$ cat config.mk
export PLATFORM = sky130hd
export DESIGN_NAME = blur_strip_feeder_flat
export DESIGN_NICKNAME = d
export VERILOG_FILES = /design/src/rtl/blur_strip_feeder_if.sv /design/src/rtl/blur_strip_feeder.sv /design/src/flat_wrapper.sv
export SDC_FILE = /design/constraint.sdc
export NUM_CORES = 1
export LEC_CHECK = 0
export CAP_MARGIN = 20
export CELL_PAD_IN_SITES_DETAIL_PLACEMENT = 1
export CELL_PAD_IN_SITES_GLOBAL_PLACEMENT = 2
export CORE_MARGIN = 2
export CORE_UTILIZATION = 35
export DETAILED_ROUTE_END_ITERATION = 6
export PLACE_DENSITY_LB_ADDON = 0.1
export SYNTH_ARGS = -nofsm -noshare
export SYNTH_HDL_FRONTEND = slang
export SYNTH_SLANG_ARGS = --single-unit
$ cat constraint.sdc
create_clock -name clk -period 5.66 [get_ports clk]
set_input_delay 1.698 -clock clk [delete_from_list [all_inputs] [get_ports clk]]
set_output_delay 1.698 -clock clk [all_outputs]
set_load 0.005 [all_outputs]
$ cat src/rtl/blur_strip_feeder_if.sv
// Bus bundle between the strip feeder, pixel memory and the blur controller.
interface blur_strip_feeder_if #(
  parameter int ADDR_W = 16
);
  logic              mem_rd_req;
  logic [ADDR_W-1:0] mem_addr;
  logic              mem_rd_valid;
  logic [7:0]        mem_rd_data;
  logic              anchor_moving;
  logic [31:0]       anchor_x;
  logic [31:0]       anchor_y;
  logic [19:0][7:0]  blur_in;
  logic              blur_final;

  modport master (
    output mem_rd_req, mem_addr, anchor_moving, anchor_x, anchor_y, blur_in,
    input  mem_rd_valid, mem_rd_data, blur_final
  );

  modport slave (
    input  mem_rd_req, mem_addr, anchor_moving, anchor_x, anchor_y, blur_in,
    output mem_rd_valid, mem_rd_data, blur_final
  );
endinterface

$ cat src/rtl/blur_strip_feeder.sv
// Reads an image strip by strip, builds 20-pixel edge-replicated row segments
// in two ping-pong banks and hands them to the blur controller one row at a time.
module blur_strip_feeder #(
  parameter int IMG_W  = 64,
  parameter int IMG_H  = 48,
  parameter int ADDR_W = 16
) (
  input  logic clk,
  input  logic rst,
  input  logic start,
  output logic busy,
  output logic done,
  blur_strip_feeder_if.master bus
);
  localparam int SEG    = 20;
  localparam int LAST_K = IMG_H + 3;
  localparam int LAST_S = IMG_W - 16;

  typedef enum logic [2:0] {IDLE, FILL, ISSUE, WAIT, STALL, DONE} state_t;
  state_t state;

  logic [1:0][SEG-1:0][7:0] bank, bank_nx;
  logic [1:0]  ready, ready_nx;
  logic        fb, pb;
  logic        fetch_on, outstanding;
  logic [4:0]  req_j, dat_j;
  logic [31:0] fk, fs, fk_next, fs_next;
  logic [31:0] pk, ps, pk_next, ps_next;
  logic        launch, accept, fill_done, req, release_row, last_row;

  function automatic logic [31:0] clamp(input logic signed [31:0] v, input int hi);
    if (v < 0) return 32'd0;
    if (v > hi) return 32'(hi);
    return $unsigned(v);
  endfunction

  // Row-major address of the pixel behind segment element j of padded row k, strip s.
  function automatic logic [ADDR_W-1:0] pix_addr(input logic [31:0] k, input logic [31:0] s,
                                                 input logic [4:0] j);
    logic [31:0] r, c;
    r = clamp($signed(k) - 32'sd2, IMG_H - 1);
    c = clamp($signed(s) + $signed({27'd0, j}) - 32'sd2, IMG_W - 1);
    return ADDR_W'(r * 32'(IMG_W) + c);
  endfunction

  assign launch      = (state == IDLE) && start;
  assign accept      = bus.mem_rd_valid && outstanding;
  assign fill_done   = accept && (dat_j == 5'(SEG - 1));
  assign req         = fetch_on && !ready[fb] && (req_j < 5'(SEG)) && (!outstanding || accept);
  assign release_row = (state == WAIT) && bus.blur_final;
  assign last_row    = (pk == 32'(LAST_K)) && (ps == 32'(LAST_S));

  assign bus.mem_rd_req = req;
  assign bus.mem_addr   = pix_addr(fk, fs, req_j);

  // Bank contents and ready flags as they will be after this edge, so a row can be
  // issued in the same cycle its last pixel arrives.
  always_comb begin
    bank_nx  = bank;
    ready_nx = ready;
    if (accept) bank_nx[fb][dat_j] = bus.mem_rd_data;
    if (fill_done) ready_nx[fb] = 1'b1;
    fk_next = (fk == 32'(LAST_K)) ? 32'd0 : fk + 32'd1;
    fs_next = (fk == 32'(LAST_K)) ? fs + 32'd16 : fs;
    pk_next = (pk == 32'(LAST_K)) ? 32'd0 : pk + 32'd1;
    ps_next = (pk == 32'(LAST_K)) ? ps + 32'd16 : ps;
  end

  // Bank storage: pure data, written only by returning reads.
  always_ff @(posedge clk) begin
    bank <= bank_nx;
  end

  // Fetch engine: fills bank fb with the next padded row whenever that bank is free.
  always_ff @(posedge clk) begin
    if (rst) begin
      fetch_on    <= 1'b0;
      outstanding <= 1'b0;
      fb          <= 1'b0;
      req_j       <= '0;
      dat_j       <= '0;
      fk          <= '0;
      fs          <= '0;
      ready       <= '0;
    end else begin
      outstanding <= req | (outstanding & ~accept);
      ready       <= ready_nx & ~(release_row ? (2'b01 << pb) : 2'b00);
      if (launch) begin
        fetch_on <= 1'b1;
        fb       <= 1'b0;
        req_j    <= '0;
        dat_j    <= '0;
        fk       <= '0;
        fs       <= '0;
        ready    <= '0;
      end else begin
        if (req) req_j <= req_j + 5'd1;
        if (accept) dat_j <= dat_j + 5'd1;
        if (fill_done) begin
          req_j <= '0;
          dat_j <= '0;
          fb    <= ~fb;
          fk    <= fk_next;
          fs    <= fs_next;
          if ((fk == 32'(LAST_K)) && (fs == 32'(LAST_S))) fetch_on <= 1'b0;
        end
      end
    end
  end

  // Presentation FSM: issues each ready bank, waits for blur_final, then moves on.
  always_ff @(posedge clk) begin
    if (rst) begin
      state             <= IDLE;
      busy              <= 1'b0;
      done              <= 1'b0;
      pb                <= 1'b0;
      pk                <= '0;
      ps                <= '0;
      bus.anchor_moving <= 1'b0;
      bus.anchor_x      <= '0;
      bus.anchor_y      <= '0;
      bus.blur_in       <= '0;
    end else begin
      bus.anchor_moving <= 1'b0;
      done              <= 1'b0;
      case (state)
        IDLE: begin
          if (start) begin
            state <= FILL;
            busy  <= 1'b1;
            pb    <= 1'b0;
            pk    <= '0;
            ps    <= '0;
          end
        end
        FILL, STALL: begin
          if (ready_nx[pb]) begin
            state             <= ISSUE;
            bus.anchor_moving <= 1'b1;
            bus.blur_in       <= bank_nx[pb];
            bus.anchor_x      <= pk;
            bus.anchor_y      <= ps;
          end
        end
        ISSUE: state <= WAIT;
        WAIT: begin
          if (bus.blur_final) begin
            if (last_row) begin
              state <= DONE;
              done  <= 1'b1;
              busy  <= 1'b0;
            end else begin
              pb <= ~pb;
              pk <= pk_next;
              ps <= ps_next;
              if (ready_nx[~pb]) begin
                state             <= ISSUE;
                bus.anchor_moving <= 1'b1;
                bus.blur_in       <= bank_nx[~pb];
                bus.anchor_x      <= pk_next;
                bus.anchor_y      <= ps_next;
              end else begin
                state <= STALL;
              end
            end
          end
        end
        DONE:    state <= IDLE;
        default: state <= IDLE;
      endcase
    end
  end
endmodule

$ cat src/flat_wrapper.sv
// flat-port wrapper written by rule: the top's interface ports become plain ports
module blur_strip_feeder_flat 
#(
  parameter int IMG_W  = 64,
  parameter int IMG_H  = 48,
  parameter int ADDR_W = 16
)
  (clk, rst, start, busy, done, bus_mem_rd_req, bus_mem_addr, bus_anchor_moving, bus_anchor_x, bus_anchor_y, bus_blur_in, bus_mem_rd_valid, bus_mem_rd_data, bus_blur_final);
  blur_strip_feeder_if #(.ADDR_W(ADDR_W)) bus_i ();
  input  logic clk;
  input  logic rst;
  input  logic start;
  output logic busy;
  output logic done;
  output wire logic [$bits(bus_i.mem_rd_req)-1:0] bus_mem_rd_req;
  output wire logic [$bits(bus_i.mem_addr)-1:0] bus_mem_addr;
  output wire logic [$bits(bus_i.anchor_moving)-1:0] bus_anchor_moving;
  output wire logic [$bits(bus_i.anchor_x)-1:0] bus_anchor_x;
  output wire logic [$bits(bus_i.anchor_y)-1:0] bus_anchor_y;
  output wire logic [$bits(bus_i.blur_in)-1:0] bus_blur_in;
  input wire logic [$bits(bus_i.mem_rd_valid)-1:0] bus_mem_rd_valid;
  input wire logic [$bits(bus_i.mem_rd_data)-1:0] bus_mem_rd_data;
  input wire logic [$bits(bus_i.blur_final)-1:0] bus_blur_final;
  assign bus_mem_rd_req = bus_i.mem_rd_req;
  assign bus_mem_addr = bus_i.mem_addr;
  assign bus_anchor_moving = bus_i.anchor_moving;
  assign bus_anchor_x = bus_i.anchor_x;
  assign bus_anchor_y = bus_i.anchor_y;
  assign bus_blur_in = bus_i.blur_in;
  assign bus_i.mem_rd_valid = bus_mem_rd_valid;
  assign bus_i.mem_rd_data = bus_mem_rd_data;
  assign bus_i.blur_final = bus_blur_final;
  blur_strip_feeder #(.IMG_W(IMG_W), .IMG_H(IMG_H), .ADDR_W(ADDR_W)) u_core (.clk(clk), .rst(rst), .start(start), .busy(busy), .done(done), .bus(bus_i));
endmodule
==> run summary, run 1 <==
Worst-Margin Slew = 1040 ps
layout cells sized above 1 = 18.7%
initial DRC count = 1120
Boundary Pins = 257
Util after Layout = 43.3%
Fmax achieved = 178 MHz
Die Y = 302 um
H-tree levels = 3
Ys Warns = 0
number of inserted diodes = 0
HPWL Detailed = 64.7 mm
RSZ-0062 raised after global routing = true
ys flop type = dfxtp_1
initial antenna violation count = 3
status = finished clean
kind of critical path = reg2out
placed instance area = 34700 um^2
Critical Path Fanout Max = 6
CP startpoint kind = flop
drt wl/cell = 20.2 um
cell area after layout = 38100 um^2
DR pass1 iterations = 5
PD cells = 277 nW/um^2
routed vias = 25600
worst path bufs/invs = 4
first-pass GRT wire length = 152 mm
CTS Root Cell = clkbuf_16
Syn Area/Cell = 9.18 um^2
ANT nets after route = 0
number of cell rows = 109
ys async rst share = 0%
switching share of total power = 22.2%
Worst Hold Class = reg2reg
Hold-fix buffers, CTS = 0
core area = 88100 um^2
Via density = 5.31
CP peak stage delay = 580 ps
critical-path cell list = or4_4, nor2_4, nand2_2, nor3_4, a21oi_2, a31oi_1, o21ai_0, nor4b_2, buf_4, buf_4, a21o_1, fa_2, inv_2, clkdlybuf4s50_1
slowest CP cell = or4_4
synthesized cell area = 31000 um^2
GR Util All Layers = 21.0%
Worst VDD drop = 0.199 mV
Initial Util = 35.2%
Clock Power Share = 50.8%
DRC = 0
CTS tree = built
Setup crit start = u_core.fk[13]
Clock Path Buffers = 3
Int Power = 8.22 mW
Max Cap Viol = 0
die width = 302 um
gr ovfl total = 0
hold wc startpoint = u_core.bus.blur_in[56]
Sw Pwr = 2.35 mW
Leak = 14.8 nW
CP arrival = 3930 ps
Slew Viols, Final = 0
vias in the first global route = 26900
largest net degree at the start of global routing = 194
worst clock skew = 33.2 ps
latest clock arrival within the worst-skew pair = 630 ps
Tcrit/Tclk final = 99.4%
Synth Register Bits = 682
Syn Inst Count = 3379
worst r2r src = u_core.pk[0]
Final setup viols = 0
Worst EP required = 3960 ps
crit path capture type = output port
post-synthesis sequential area ratio = 44.0%
Flop pwr share = 45.9%
Layout area overhead = 23.0%
Final Hold Fails = 0
routability cong. = 0.894
IO Port Bufs = 248
Post-synth EDFFs = 0
relative slew slack = 30.4%
post-synth cell types = 87
Logic pwr share = 3.3%
Top delay family on crit path = simple AND/OR/NAND/NOR gates
Worst-path clk slew = 60 ps
die area = 91000 um^2
CTS sink cnt = 682
CTS Buf Count = 79
Worst path most repeated cell = buf_4
post-layout min period = 5620 ps
fin nets = 3703
WL final = 97.4 mm
==> power groups by stage <==
stage / combinational [mW] / sequential (mW) / clock, mW
6_report: 0.347 / 4.85 / 5.37
2_1_floorplan: 0.206 / 4.95 / 0
3_5_place_dp: 0.329 / 4.96 / 0
4_1_cts: 0.336 / 4.85 / 5.54
3_3_place_gp: 0.319 / 4.95 / 0
5_1_grt: 0.382 / 4.85 / 5.74
==> tightest hold or removal path: cells and delay by family (launching register included) <==
family / cells / cell delay [ps]
flip-flops: 1 / 310
AND/OR/NAND/NOR: 1 / 50
AO/OA/AOI/OAI: 1 / 50
==> what timing repair did <==
item	CTS	global route
gates resized for setup	51	90
setup buffers	13	14
pin swaps	16	33
setup endpoints to repair	12	12
==> registers in the layout, indices dropped and copies added (netlist names), 2 cells and up <==
signal / cells
u_core.bank: 320
u_core.bus.anchor_x: 32
u_core.bus.anchor_y: 28
u_core.bus.blur_in: 160
u_core.dat_j: 5
u_core.fk: 32
u_core.fs: 28
u_core.pk: 32
u_core.ps: 28
u_core.ready: 2
u_core.req_j: 5
u_core.state: 3
==> Yosys cell counts (17+ instances only) <==
cell type	number	area (um^2)
dfxtp_1	682	13700
mux2_2	322	3630
nand2_1	306	1150
a21oi_1	288	1440
nor2_1	286	1070
clkbuf_1	182	683
nand2b_1	172	1080
o211ai_1	164	1230
o21ai_0	96	480
ha_1	92	1150
xnor2_1	82	718
inv_1	73	274
nand3_1	73	365
nor3_1	65	325
a211oi_1	40	300
xor2_1	37	324
nor4_1	36	225
nand4_1	29	181
and3_1	25	156
buf_2	25	125
nor2b_1	22	138
or3_1	21	131
a221oi_1	20	175
a22oi_1	17	128
==> cell usage in the layout (no fill, tap or decap), types with 20 or more instances in the layout <==
cell / netlist / final
clkdlybuf4s50_1: 0 / 235
a211oi_1: 40 / 38
o211ai_1: 164 / 164
nor4_1: 36 / 28
xnor2_1: 82 / 76
nand4_1: 29 / 29
nor2_1: 286 / 284
nand3_1: 73 / 72
and3_1: 25 / 25
or3_1: 21 / 21
a21oi_1: 288 / 275
dfxtp_1: 682 / 672
buf_4: 5 / 96
clkbuf_16: 0 / 80
clkbuf_8: 4 / 21
inv_1: 73 / 66
nor2b_1: 22 / 20
ha_1: 92 / 84
nand2_1: 306 / 304
nor3_1: 65 / 60
mux2_2: 322 / 322
o21ai_0: 96 / 92
nand2b_1: 172 / 170
xor2_1: 37 / 37
a221oi_1: 20 / 20
==> logic make-up after synthesis <==
kind of cell             Yosys count  share of synthesized area, %
AO/OA/AOI/OAI                    723                          14.6
XOR/XNOR                         119                          3.36
other                              2                        0.0242
AND/OR/NAND/NOR                 1121                          18.0
multiplexers                     330                          12.0
buffers and inverters            308                          4.16
adder cells (fa/ha/maj)           94                          3.84
flip-flops                       682                          44.0
==> cell type report <==
type | count | area (um^2)
inverters | 73 | 279
repair buffers | 356 | 3410
flip-flops and latches | 682 | 13700
fillers | 9961 | 50000
clock inverters | 26 | 407
clock buffers | 118 | 2350
multi-input cells | 2404 | 16600
well taps | 1165 | 1460
==> final timing paths <==
check	cells past startpoint	endpoint	slack, ps
worst max-delay path	14	bus_mem_addr[7]	40
worst min-delay path	2	u_core.bus.blur_in[56]	450
worst max register to register	10	u_core.bus.blur_in[28]	1820
worst min register to register	2	u_core.bus.blur_in[56]	450
==> per-layer routing <==
layer / global-route usage (%) / wire length [um] / vias up
met5: 0 / 12 / -
met4: 6.33 / 2330 / 2
met3: 2.94 / 3370 / 147
met2: 35.1 / 46000 / 406
met1: 27.9 / 45700 / 12700
li1: - / - / 12300
==> through the flow <==
step	cells	power, mW	TNS (ps)	worst slack (ps)	hold WS, ps
floorplan	3394	5.15	0	927	444
global placement	4651	5.27	0	97.3	443
detailed placement	4651	5.29	0	22.5	445
CTS	4808	10.7	-63.7	-37.0	452
global route	4824	11.0	-604	-144	471
finish	4824	10.6	0	36.7	450
No activity file was read; power rests on OpenSTA's default activity.
==> run 2, diff against run 1 <==
--- a/config.mk
+++ b/config.mk
@@ -8,8 +8,9 @@
 export CAP_MARGIN = 20
 export CELL_PAD_IN_SITES_DETAIL_PLACEMENT = 1
 export CELL_PAD_IN_SITES_GLOBAL_PLACEMENT = 2
+export CORE_ASPECT_RATIO = 1.2
 export CORE_MARGIN = 2
-export CORE_UTILIZATION = 35
+export CORE_UTILIZATION = 33
 export DETAILED_ROUTE_END_ITERATION = 6
 export PLACE_DENSITY_LB_ADDON = 0.1
 export SYNTH_ARGS = -nofsm -noshare
==> constraint.sdc (replaced) <==
create_clock -name clk -period 4.7 [get_ports clk]
set_input_delay 1.41 -clock clk [delete_from_list [all_inputs] [get_ports clk]]
set_output_delay 1.41 -clock clk [all_outputs]
set_load 0.005 [all_outputs]
==> run 2 against run 1 <==
Compared with the run above:
- the run now ends with setup timing left
- worst setup slack worse by 480 ps
- combinational power up 19%
- via count up 2.5%
- die area up 6.0%
- register-to-register slack worse by 780 ps
- final cell count up 5.6%
- routed wire length up 5.0%
- power up 22%
- clock skew down 16 ps
- core utilization down 0.74 points
- sequential power up 20%
- non-clock buffer count up 183
- largest power group unchanged
==> run summary, run 2 (synthesized netlist as in run 1, its figures left out) <==
HPWL Detailed = 70.1 mm (+8.4%)
CTS Root Cell = clkbuf_16
Final Hold Fails = 0 (unchanged)
Worst EP required = 3290 ps (-670 ps)
Critical Path Fanout Max = 5 (-1)
status = finished with violations
most flop-heavy register = u_core.bank
fin nets = 3886 (+4.9%)
initial DRC count = 1072 (-4.3%)
number of cell rows = 123 (+13%)
relative slew slack = 28.1% (-2.3 points)
Tcrit/Tclk final = 109%
drt wl/cell = 20.1 um (-0.56%)
PD cells = 326 nW/um^2 (+18%)
Worst Hold Class = reg2reg
vias in the first global route = 28000 (+4.1%)
core area = 93400 um^2 (+6.0%)
met2 routed WL = 51.0 mm (+11%)
Clock Path Buffers = 3 (unchanged)
Hold-fix buffers, CTS = 0 (unchanged)
ANT nets after route = 0 (unchanged)
largest net degree at the start of global routing = 135 (-30%)
kind of critical path = reg2out
Boundary Pins = 257 (unchanged)
Worst VDD drop = 0.263 mV (+32%)
Met3 Routed Length = 3.36 mm (-0.30%)
number of inserted diodes = 0 (unchanged)
latest clock arrival within the worst-skew pair = 640 ps (about the same)
CP arrival = 3740 ps (-190 ps)
most frequent cells in the layout = 677 x dfxtp_1, 322 x mux2_2, 304 x nand2_1
commonest non-fill, non-tap cell in the layout = dfxtp_1
Highest Signal Layer = met4
Largest regs = u_core.bank x320, u_core.bus.blur_in x160
routed vias = 26200 (+2.5%)
Worst-Margin Slew = 1080 ps (+34.5 ps)
routability cong. = 0.828 (-7.4%)
failing checks = setup timing
Place WS = -486 ps (-508 ps)
Die Y = 340 um (+13%)
Max Cap Viol = 0 (unchanged)
H-tree levels = 3 (unchanged)
CTS Buf Count = 79 (unchanged)
die width = 284 um (-5.9%)
area of the multi-input gates = 16600 um^2 (+0.20%)
Layout area overhead = 28.2%
Initial Util = 33.2% (-2.0 points)
RSZ-0062 raised after global routing = true
CP startpoint kind = flop
initial antenna violation count = 0 (-3)
first-pass GRT wire length = 161 mm (+5.5%)
DRC = 0 (unchanged)
fill count = 10600 (+6.9%)
die area = 96400 um^2 (+6.0%)
worst clock skew = 17.5 ps (-15.7 ps)
placed instance area = 36300 um^2 (+4.6%)
crit path capture type = output port
post-layout min period = 5150 ps
Sum Neg Setup Slack = -3290 ps (-3290 ps)
Final setup viols = 12 (+12)
DR pass1 iterations = 5 (unchanged)
gr ovfl total = 0 (unchanged)
layout cells sized above 1 = 22.6% (+3.8 points)
WL final = 102 mm (+5.0%)
Fmax achieved = 194 MHz
Leak = 15.7 nW (+6.3%)
cell area after layout = 39700 um^2 (+4.2%)
CTS sink cnt = 682 (unchanged)
total power draw = 12.9 mW (+22%)
Register Area = 13700 um^2 (about the same)
final worst setup slack = -446 ps (-483 ps)
max reg flops = 320 (unchanged)
CTS tree = built
IO Port Bufs = 248 (unchanged)
Worst-path clk slew = 60 ps (about the same)
Slew Viols, Final = 0 (unchanged)
wire length on met1 = 46.0 mm (+0.70%)
Via density = 5.15 (-3.0%)
GR Util All Layers = 20.7% (-0.22 points)
Util after Layout = 42.5% (-0.74 points)
run 2: metal layers:
metal	vias to the layer above	GRT usage (%)
met5	-	0
met4	0	5.29
met3	119	2.85
met2	380	36.9
met1	13100	26.2
li1	12700	-
run 2: critical path, stage by stage (launching register included):
cell,delay [ps]
dfxtp_2,330
inv_2,50
ha_4,270
inv_4,30
ha_4,260
o211ai_1,100
o21a_2,260
buf_6,130
nor2b_4,140
or3_1,140
nand3_2,90
a2111oi_4,300
buf_4,160
nand4_1,100
nor4_2,250
buf_4,190
buf_6,100
a21oi_2,50
buf_2,150
run 2: layout make-up:
type,instances,area share (%)
multi-input cells,2404,41.7
flip-flops and latches,682,34.4
repair buffers,539,12.0
clock buffers,109,5.82
well taps,1250,3.94
clock inverters,37,1.38
inverters,73,0.696
run 2: repair_timing:
action | in CTS | in global routing
pin swaps | 39 | 20
resized for setup | 113 | 41
endpoints found under the setup margin | 12 | 12
setup buffers | 14 | 8
hold endpoints to repair | 0 | 0
run 2: stage by stage:
| step | instances | hold WS (ps) |
|---|---|---|
| 2_1_floorplan | 3394 | 444 |
| 3_3_place_gp | 4928 | 443 |
| 3_5_place_dp | 4928 | 444 |
| 4_1_cts | 5088 | 457 |
| 5_1_grt | 5094 | 469 |
| 6_report | 5094 | 452 |
run 2: report_power, final:
group | internal (mW) | switching [mW]
logic | 0.142 | 0.271
clock network | 4.07 | 2.61
registers | 5.82 | 0.0179
total | 10.0 | 2.90
run 2: final timing paths:
check,end,startpoint,slack (ps),cells past startpoint
worst min-delay path,u_core.bus.blur_in[115],u_core.bus.blur_in[115],450,2
worst min register to register,u_core.bus.blur_in[115],u_core.bus.blur_in[115],450,2
worst max register to register,u_core.bus.anchor_y[30],u_core.pk[0],1040,10
worst max-delay path,bus_mem_addr[1],u_core.req_j[4],-450,18
==> run 3, diff against run 2 <==
--- a/config.mk
+++ b/config.mk
@@ -10,7 +10,7 @@
 export CELL_PAD_IN_SITES_GLOBAL_PLACEMENT = 2
 export CORE_ASPECT_RATIO = 1.2
 export CORE_MARGIN = 2
-export CORE_UTILIZATION = 33
+export CORE_UTILIZATION = 35
 export DETAILED_ROUTE_END_ITERATION = 6
 export PLACE_DENSITY_LB_ADDON = 0.1
 export SYNTH_ARGS = -nofsm -noshare
==> constraint.sdc (replaced) <==
create_clock -name clk -period 5.75 [get_ports clk]
set_input_delay 1.725 -clock clk [delete_from_list [all_inputs] [get_ports clk]]
set_output_delay 1.725 -clock clk [all_outputs]
set_load 0.005 [all_outputs]
==> run 3 against run 2 <==
Compared with the run above:
- clock skew up 6.5 ps
- core utilization up 0.21 points
- worst hold slack worse by 0.75 ps
- count of clock-buffer cells in the layout up 11
- the flow finishes with violations (DRC)
- critical path depth down 1
- final cell count down 6.5%
- combinational power down 20%
==> run summary, run 3 (synthesized netlist as in run 1, its figures left out) <==
HPWL Detailed = 65.0 mm (-7.4%)
commonest non-fill, non-tap cell in the layout = dfxtp_1
H-tree levels = 3 (unchanged)
most frequent cells in the layout = 674 x dfxtp_1, 322 x mux2_2, 304 x nand2_1
Slew Viols, Final = 0 (unchanged)
latest clock arrival within the worst-skew pair = 620 ps (-20 ps)
DR pass1 iterations = 6 (+1)
PD cells = 273 nW/um^2 (-16%)
fin nets = 3656 (-5.9%)
IO Port Bufs = 248 (unchanged)
DRC = 16 (+16)
critical-path cell list = inv_4, ha_4, inv_2, ha_4, o211ai_1, o21a_2, a2111oi_4, buf_4, buf_6, o31ai_1, a2111oi_1, nand4_1, nor4_2, buf_4, buf_6, a21oi_1, buf_2
WL final = 97.8 mm (-4.3%)
Layout area overhead = 21.1%
Worst EP required = 4030 ps (+740 ps)
CTS Root Cell = clkbuf_16
Via density = 5.31 (+3.0%)
CP arrival = 3920 ps (+180 ps)
Sum Neg Setup Slack = 0 ps (+3290 ps)
ANT nets after route = 0 (unchanged)
Final setup viols = 0 (-12)
Die Y = 330 um (-2.9%)
Finished Layout Cells = 4761 (-6.5%)
Worst-Margin Slew = 1100 ps (+19.8 ps)
gr ovfl total = 0 (unchanged)
crit path capture type = output port
die width = 276 um (-2.9%)
die area = 91000 um^2 (-5.6%)
status = finished with violations
placed cells = 4600 (-6.7%)
CTS sink cnt = 682 (unchanged)
worst hold slack = 451 ps (-0.753 ps)
Largest regs = u_core.bank x320, u_core.bus.blur_in x160
vias in the first global route = 26500 (-5.1%)
CP peak stage delay = 400 ps (+70 ps)
routed vias = 25300 (-3.7%)
Worst Hold Class = reg2reg
CTS tree = built
Final Hold Fails = 0 (unchanged)
Leak = 14.4 nW (-8.2%)
RSZ-0062 raised after global routing = true
initial antenna violation count = 1 (+1)
worst clock skew = 24.1 ps (+6.53 ps)
largest net degree at the start of global routing = 211 (+56%)
GR Util All Layers = 21.0% (+0.27 points)
Initial Util = 35.3% (+2.1 points)
Tcrit/Tclk final = 98.2%
Fmax achieved = 177 MHz
number of cell rows = 119 (-3.3%)
fill count = 9922 (-6.8%)
most flop-heavy register = u_core.bank
Critical Path Fanout Max = 5 (unchanged)
slowest CP cell = a2111oi_1
kind of critical path = reg2out
first-pass GRT wire length = 152 mm (-5.2%)
Boundary Pins = 257 (unchanged)
Clock Path Buffers = 3 (unchanged)
worst path bufs/invs = 7 (unchanged)
CTS Buf Count = 77 (-2.5%)
failing checks = DRC
core area = 87800 um^2 (-6.0%)
routability cong. = 0.884 (+6.9%)
Worst VDD drop = 0.195 mV (-26%)
Max Cap Viol = 0 (unchanged)
max reg flops = 320 (unchanged)
Top delay family on crit path = compound AO/OA/AOI/OAI gates
relative slew slack = 26.8% (-1.3 points)
layout cells sized above 1 = 17.0% (-5.6 points)
CP startpoint kind = flop
post-layout min period = 5640 ps
drt wl/cell = 20.6 um (+2.4%)
initial DRC count = 1066 (-0.56%)
Worst-path clk slew = 60 ps (about the same)
## run 3: changes by cell type in the layout (fill, tap and decap cells not counted), sizes merged
| cell | delta |
|---|---|
| clkinv | -11 |
| bufinv | -5 |
| clkdlybuf4s50 | +6 |
| diode | +1 |
| buf | -239 |
| dlymetal6s2s | +1 |
| clkbuf | +15 |
| inv | +1 |
| clkinvlp | -1 |
## run 3: metal layers
layer  GRT usage (%)  part of all wire, %  vias to the layer above
li1                -                    -                    12200
met1            26.8                   45                    12600
met2            36.8                   49                      378
met3            3.30                  3.7                      110
met4            5.31                  1.9                        2
met5               0               0.0082                        -
## run 3: area by class of cell
cell class / count / area (um^2) / area share [%]
diodes: 1 / 2.50 / 0.00666
clock buffers: 120 / 2370 / 6.32
clock inverters: 21 / 289 / 0.770
inverters: 73 / 277 / 0.736
multi-input cells: 2404 / 16500 / 43.8
flip-flops and latches: 682 / 13700 / 36.4
well taps: 1149 / 1440 / 3.83
repair buffers: 311 / 3050 / 8.12
## run 3: worst paths after layout
kind                           from                endpoint  slack (ps)  cells after the start
min          u_core.bus.blur_in[11]  u_core.bus.blur_in[11]         450                      2
max reg2reg            u_core.pk[0]  u_core.bus.blur_in[39]        1640                     11
min reg2reg  u_core.bus.blur_in[11]  u_core.bus.blur_in[11]         450                      2
max                    u_core.fs[4]         bus_mem_addr[1]         110                     17
## run 3: worst register-to-register path, cell delays in order (launching register included)
cell and delay, ps:
dfxtp_1 450, ha_1 330, and4b_1 270, nand4_1 180
nor2_1 150, buf_4 280, nand4b_1 310, a41oi_1 510
o21a_4 460, buf_4 680, nand2_1 180, a21oi_1 200
## run 3: through the flow
stage	setup slack, ps	util, %	instance area, um^2	total power, mW
after floorplan	990	-	31100	5.07
after global placement	180	39.2	34400	5.18
after detailed placement	62.8	39.2	34400	5.19
after CTS	8.55	42.4	37200	10.4
after global routing	-72.5	42.7	37600	10.6
final	106	42.7	37600	10.2
## run 3: report_power, final
group	total, mW	internal (mW)	leakage (nW)	switching (mW)
clock network	5.14	3.12	1.30	2.02
registers	4.77	4.76	5.50	0.0157
logic	0.330	0.115	7.60	0.215
total	10.2	7.99	14.4	2.25
## run 3: what timing repair did
item | in CTS | in global routing
hold buffers | 0 | 0
cloned | 0 | 0
resized for setup | 38 | 69
pin swaps | 9 | 20
setup buffers | 6 | 10
endpoints found under the setup margin | 11 | 12
